$ cat config.mk
export PLATFORM = sky130hd
export DESIGN_NAME = reg_bank
export DESIGN_NICKNAME = d
export VERILOG_FILES = /design/src/rtl/reg_bank_pkg.sv /design/src/rtl/reg_bank.sv
export SDC_FILE = /design/constraint.sdc
export NUM_CORES = 2
export LEC_CHECK = 0
export ABC_AREA = 1
export BUFFER_PORTS_ARGS = -buffer_cell sky130_fd_sc_hd__buf_2
export CAP_MARGIN = 20
export CELL_PAD_IN_SITES_DETAIL_PLACEMENT = 1
export CELL_PAD_IN_SITES_GLOBAL_PLACEMENT = 1
export CORE_UTILIZATION = 46
export DETAILED_ROUTE_END_ITERATION = 10
export GPL_ROUTABILITY_DRIVEN = 1
export HOLD_SLACK_MARGIN = 0.03
export MAX_ROUTING_LAYER = met4
export PLACE_DENSITY = 0.84
export SLEW_MARGIN = 20
export SYNTH_ARGS = -nofsm -noshare
export SYNTH_HDL_FRONTEND = slang
export SYNTH_SLANG_ARGS = --single-unit
$ cat constraint.sdc
create_clock -name clk -period 1.8 [get_ports clk]
set_clock_uncertainty 0.1 [all_clocks]
set_input_delay 0.18 -clock clk [delete_from_list [all_inputs] [get_ports clk]]
set_output_delay 0.18 -clock clk [all_outputs]
set_load 0.02 [all_outputs]
$ cat src/rtl/reg_bank_pkg.sv
// Shared processor constants for the register bank and the write-destination selector.
// Also provides the helper that turns a selector code into a destination index.
package reg_bank_pkg;

    localparam int DATA_W   = 32;
    localparam int ADDR_W   = 5;
    localparam int SP_IDX   = 29;
    localparam int SP_RESET = 227;
    localparam int RA_IDX   = 31;

    // Write-destination choices: instruction rt field, rd field, stack pointer, return address.
    typedef enum logic [1:0] {
        WR_DST_RT = 2'd0,
        WR_DST_RD = 2'd1,
        WR_DST_SP = 2'd2,
        WR_DST_RA = 2'd3
    } wr_dst_e;

    function automatic logic [ADDR_W-1:0] wr_dst_idx(
        input wr_dst_e           sel,
        input logic [ADDR_W-1:0] rt,
        input logic [ADDR_W-1:0] rd
    );
        case (sel)
            WR_DST_RT: return rt;
            WR_DST_RD: return rd;
            WR_DST_SP: return ADDR_W'(SP_IDX);
            default:   return ADDR_W'(RA_IDX);
        endcase
    endfunction

endpackage

$ cat src/rtl/reg_bank.sv
// Register bank with two asynchronous read ports and one synchronous write port.
// Register 0 is hard-wired to zero and the stack pointer has a non-zero reset value.
module reg_bank #(
    parameter int DATA_W   = reg_bank_pkg::DATA_W,
    parameter int ADDR_W   = reg_bank_pkg::ADDR_W,
    parameter int SP_IDX   = reg_bank_pkg::SP_IDX,
    parameter int SP_RESET = reg_bank_pkg::SP_RESET
) (
    input  logic              clk,
    input  logic              reset,
    input  logic              reg_write,
    input  logic [ADDR_W-1:0] write_reg,
    input  logic [DATA_W-1:0] write_data,
    input  logic [ADDR_W-1:0] read_reg1,
    input  logic [ADDR_W-1:0] read_reg2,
    output logic [DATA_W-1:0] read_data1,
    output logic [DATA_W-1:0] read_data2
);

    localparam int NUM_REGS = 2**ADDR_W;

    logic [DATA_W-1:0] r_regs [NUM_REGS];
    logic              w_wr_en;

    assign w_wr_en = reg_write && (write_reg != '0);

    // NOTE: the storage array is reset element by element because the stack pointer
    // needs a non-zero value straight out of reset; this keeps it in flops, not RAM.
    // NOTE: non-blocking assignments here so every read in the same edge sees old state.
    always_ff @(posedge clk or negedge reset) begin
        if (!reset) begin
            for (int i = 0; i < NUM_REGS; i++) begin
                r_regs[i] <= (i == SP_IDX) ? DATA_W'(SP_RESET) : '0;
            end
        end else if (w_wr_en) begin
            r_regs[write_reg] <= write_data;
        end
    end

    // Reads show the stored value only; a same-cycle write is visible from the next cycle.
    // NOTE: each output gets a value on every path, so no latch can be inferred.
    always_comb begin
        read_data1 = '0;
        read_data2 = '0;
        if (read_reg1 != '0) read_data1 = r_regs[read_reg1];
        if (read_reg2 != '0) read_data2 = r_regs[read_reg2];
    end

endmodule

==> results of run 1 <==
metrics by stage:
stage,hold WS [ns],cell area (µm²)
CTS,0.0327,70500
detailed placement,0.0927,64100
global placement,0.0947,64100
floorplan,-0.216,57200
kinds of logic after synthesis:
group | count (synthesis) | synth area share, %
simple gates | 5179 | 37.6
compound gates | 1244 | 11.1
flops | 1024 | 45.0
buf+inv | 870 | 6.34
metal layers:
metal / GRT usage, % / overflow
met5: - / -
met4: 73.8 / 43
met3: 70.8 / 8
met2: 90.5 / 25
met1: 78.8 / 2
repair_timing:
item,CTS
endpoints found under the hold margin,1962
hold buffers,37
buffers inserted,73
gates resized for setup,431
endpoints found under the setup margin,64
pin swaps,332
==> metrics.md, run 1 <==
| Metric | Value |
|---|---|
| Status | `did not finish` |
| Last stage | `global routing` |
| Run Error | `[ERROR GRT-0232] Routing congestion too high. Check the congestion heatmap in the GUI.` |
| Total CTS buffers | `117` |
| Syn Area/Cell | `between 6 and 7 µm²` |
| Placer congestion estimate | `0.932` |
| Most instantiated cells after synthesis | `nand2_1, nand3_1, dfrtp_1` |
| Yosys cell types | `30` |
| Gr usage total | `approximately four fifths` |
| Async S/R FF share, synth | `100%` |
| Pre-CTS setup slack | `-0.506 ns` |
| Largest net degree at the start of global routing | `71` |
| Post-synth top area share | `between 40 and 50%` |
| Worst EP Category | `top-level output` |
| Ranking of synthesized cells by area | `dfrtp_1, nand2_1, nand3_1` |
| Num ports | `114` |
| Mapped Cells | `roughly 8300` |
| Initial antenna violation count | `41` |
| Placed Cells | `9873` |
| # rows | `128` |
| Post-Syn Nets | `around 8400` |
| Synthesized cell area | `around 0.057 mm²` |
| Register area share after synthesis | `roughly 45%` |
| Biggest area consumer among synthesized cells | `dfrtp_1` |
| Seq cells post-synth | `1024` |
| GR repair worst EP | `read_data2[27]` |
| Clock Tree Buf Depth | `3` |
| Dominant synthesized flop cell | `dfrtp_1` |
| Yosys Warn Count | `0` |
| Clk sinks | `between 1000 and 1500` |
| Top-count cell post-synth | `nand2_1` |
| IO Port Bufs | `between 100 and 150` |
| DIE WIDTH | `354 µm` |
| Post-synth EDFFs | `0` |
| GR Overflow Total | `between 70 and 80` |
| Starting Density | `between 40% and 50%` |
| Clk root buf | `clkbuf_16` |
| Hpwl dp | `between 150000 and 200000 µm` |
| Die Y | `around 350 µm` |
| H-tree levels | `3` |
==> run 2, diff against run 1 <==
Settings changed: CELL_PAD_IN_SITES_DETAIL_PLACEMENT 1 to default, CELL_PAD_IN_SITES_GLOBAL_PLACEMENT 1 to default, CORE_UTILIZATION 46 to 35, HOLD_SLACK_MARGIN 0.03 to default, MAX_ROUTING_LAYER met4 to default, PLACE_DENSITY 0.84 to default, PLACE_DENSITY_LB_ADDON from default to 0.15.
==> metrics.md, run 2 <==
| Metric | Value |
|---|---|
| Post-synth top area share | `44.7% (unchanged)` |
| Syn Area/Cell | `6.86 µm² (unchanged)` |
| Worst-Skew Late Latency | `0.74 ns` |
| Wire length after detailed routing | `248000 µm` |
| Failing checks | `setup timing` |
| Vias | `about 59000` |
| Clock Tree Buf Depth | `3 (unchanged)` |
| Maximum VDD drop | `~870 µV` |
| First-pass GRT wire length | `between 300000 and 400000 µm` |
| Area delta synth->final | `28.3%` |
| Setup WS post-layout | `-0.734 ns` |
| Commonest non-fill, non-tap cell in the layout | `nand2_1` |
| Number of global-route vias before repair | `approximately 56000` |
| Post-layout util | `a little under half` |
| Largest regs | `r_regs x1024` |
| RSZ-0062 raised after global routing | `true` |
| H-tree levels | `3 (unchanged)` |
| Status | `finished, violations left (was did not finish)` |
| Placer congestion estimate | `0.892 (was 0.932)` |
| Most instantiated cells after synthesis | `nand2_1, nand3_1, dfrtp_1 (unchanged)` |
| Drt wl/cell | `between 20 and 25 µm` |
| Sw Pwr | `~0.025 W` |
| Fmax | `395 MHz` |
| Yosys Warn Count | `0 (unchanged)` |
| Switching part of the total | `approximately a third` |
| Max reg flops | `1024` |
| Largest net degree at the start of global routing | `94` |
| Ranking of synthesized cells by area | `dfrtp_1, nand2_1, nand3_1 (unchanged)` |
| GR Overflow Total | `0` |
| Placed Cells | `10500 (was 9873)` |
| Mapped Cells | `8317 (unchanged)` |
| Vias per cell | `roughly 5.5` |
| Register area share after synthesis | `45.0% (unchanged)` |
| CP Max Fanout | `2` |
| Cell Pwr Density | `1050 mW/mm²` |
| Finished Layout Cells | `~11000` |
| Full die area | `roughly 0.16 mm²` |
| Hold Crit Class | `input port to async pin` |
| Post-synth EDFFs | `0 (unchanged)` |
| Core box area | `0.161 mm²` |
| Cell-internal power | `0.0512 W` |
| Biggest area consumer among synthesized cells | `dfrtp_1 (unchanged)` |
| Worst-path clk slew | `approximately 0.060 ns` |
| # rows | `147 (was 128)` |
| Worst setup EP type | `output pin` |
| Top-count cell post-synth | `nand2_1 (unchanged)` |
| Drt drc | `0` |
| CP Data Required Time | `about 1.5 ns` |
| Share of cells above drive strength 1 | `between 15 and 20%` |
| TritonCTS clock tree | `done` |
| Total CTS buffers | `121 (was 117)` |
| Min cycle time layout | `2.53 ns` |
| Drt pass-1 iters | `7` |
| Actual slew at the worst max-slew pin | `between 0.9 and 1 ns` |
| Num ports | `114 (unchanged)` |
| Iter 0 DRT Violations | `slightly below 7000` |
| Share of total power in the clock network | `34.2%` |
| WS Path Type | `flop to output pin` |
| Synthesized cell area | `0.0570 mm² (unchanged)` |
| Pins Over Slew Limit | `0` |
| Async S/R FF share, synth | `100% (unchanged)` |
| Clk root buf | `clkbuf_16 (unchanged)` |
| Sequential share of power | `roughly two fifths` |
| IO Port Bufs | `113 (unchanged)` |
| Reg with most FFs | `r_regs` |
| Combinational group share of total power | `between 20% and 30%` |
| Crit path launch type | `flop` |
| Gr usage total | `between 20% and 30%` |
| Starting Density | `35.4% (was 46.6%)` |
| Period utilization | `141%` |
| # setup viols final | `64` |
| # Max-Cap Violations | `0` |
| Yosys cell types | `30 (unchanged)` |
| Hpwl dp | `159000 µm (was 168000 µm)` |
| Fin. Hold Viols | `0` |
| Post-Syn Nets | `8367 (unchanged)` |
| Slew Limit Headroom | `roughly two fifths` |
| Layout Nets | `roughly 8600` |
| Die Y | `406 µm (was 354 µm)` |
| Initial antenna violation count | `9` |
| Fill count | `between 15000 and 20000` |
| Lkg Pwr | `34.1 nW` |
| Dominant synthesized flop cell | `dfrtp_1 (unchanged)` |
| DRT antenna net count | `0` |
| Most frequent cells in the layout | `nand2_1, nand3_1, dfrtp_1, nor2_1, a21oi_1` |
| Seq cells post-synth | `1024 (unchanged)` |
| Crit path DAT | `approximately 2.3 ns` |
| Clk sinks | `1024 (unchanged)` |
| DIE WIDTH | `406 µm (was 354 µm)` |
## run 2: cell families (layout without fill, tap and decap cells)
family / Yosys count / in the layout / share of synthesized area, %
AO/OA/AOI/OAI: 1244 / 1244 / 11.1
buffers and inverters: 870 / 1218 / 6.34
flip-flops: 1024 / 1024 / 45.0
other: 0 / 3 / 0
AND/OR/NAND/NOR: 5179 / 5179 / 37.6
## run 2: final timing paths
check,startpoint,to,slack (ns),cells after the start
setup / recovery,r_regs[721],read_data2[17],-0.73,9
hold / removal,reset,r_regs[204],0.05,3
setup reg to reg,r_regs[657],r_regs[657],0.15,11
hold reg to reg,r_regs[1003],r_regs[1003],0.30,0
max in group asynchronous,reset,r_regs[607],0.25,3
min in group clk,write_reg[2],r_regs[130],0.05,7
## run 2: repair_timing
item                                    in CTS  in global routing
hold buffers                                37                  0
buffers inserted                            46                 50
gates resized for setup                    415                299
pin swaps                                  345                299
endpoints found under the setup margin      64                 65
endpoints found under the hold margin     1940                  0
## run 2: critical path: stages, from the launching register on
cell     delay, ns
dfrtp_1       0.37
inv_2         0.05
a21oi_2       0.11
o21ai_1       0.07
nand2_1       0.10
nor2_2        0.07
nor2_2        0.14
nor2_4        0.07
nor2_4        0.33
buf_6         0.18
## run 2: layer usage
layer / wire [µm] / up-vias / GRT usage [%]
li1: - / 27500 / -
met1: 109000 / 28700 / 42.6
met2: 109000 / 2750 / 46.0
met3: 20400 / 525 / 4.55
met4: 9600 / 2 / 9.52
met5: 13 / - / 0
## run 2: power by group through the flow
stage,sequential (W),combinational [W],clock (W)
finish,0.0320,0.0183,0.0262
global route,0.0326,0.0206,0.0275
CTS,0.0319,0.0175,0.0266
detailed placement,0.0322,0.0163,0
global placement,0.0321,0.0160,0
floorplan,0.0310,0.0109,0
## run 2: stage by stage
stage	hold slack (ns)	total power (W)	worst slack (ns)	area, µm²	TNS (ns)
final	0.0534	0.0765	-0.734	73100	-32.43
after global routing	0.0397	0.0807	-0.791	73100	-38.92
after CTS	0.0107	0.0759	-0.705	71800	-35.56
after detailed placement	-0.00303	0.0485	-0.388	65600	-28.98
after global placement	0.000371	0.0482	-0.420	65600	-28.84
after floorplan	-0.216	0.0419	0.00457	57200	0
## run 2: cell type report
| class | instances | area (µm²) | area share, % |
|---|---|---|---|
| diodes | 3 | 7.51 | 0.0103 |
| clock buffers | 187 | 3710 | 5.07 |
| clock inverters | 39 | 526 | 0.719 |
| inverters | 113 | 479 | 0.655 |
| multi-input cells | 6423 | 29800 | 40.8 |
| flip-flops and latches | 1024 | 25600 | 35.1 |
| well taps | 2160 | 2700 | 3.70 |
| repair buffers | 879 | 10200 | 14.0 |
No activity file was read; power rests on OpenSTA's default activity.
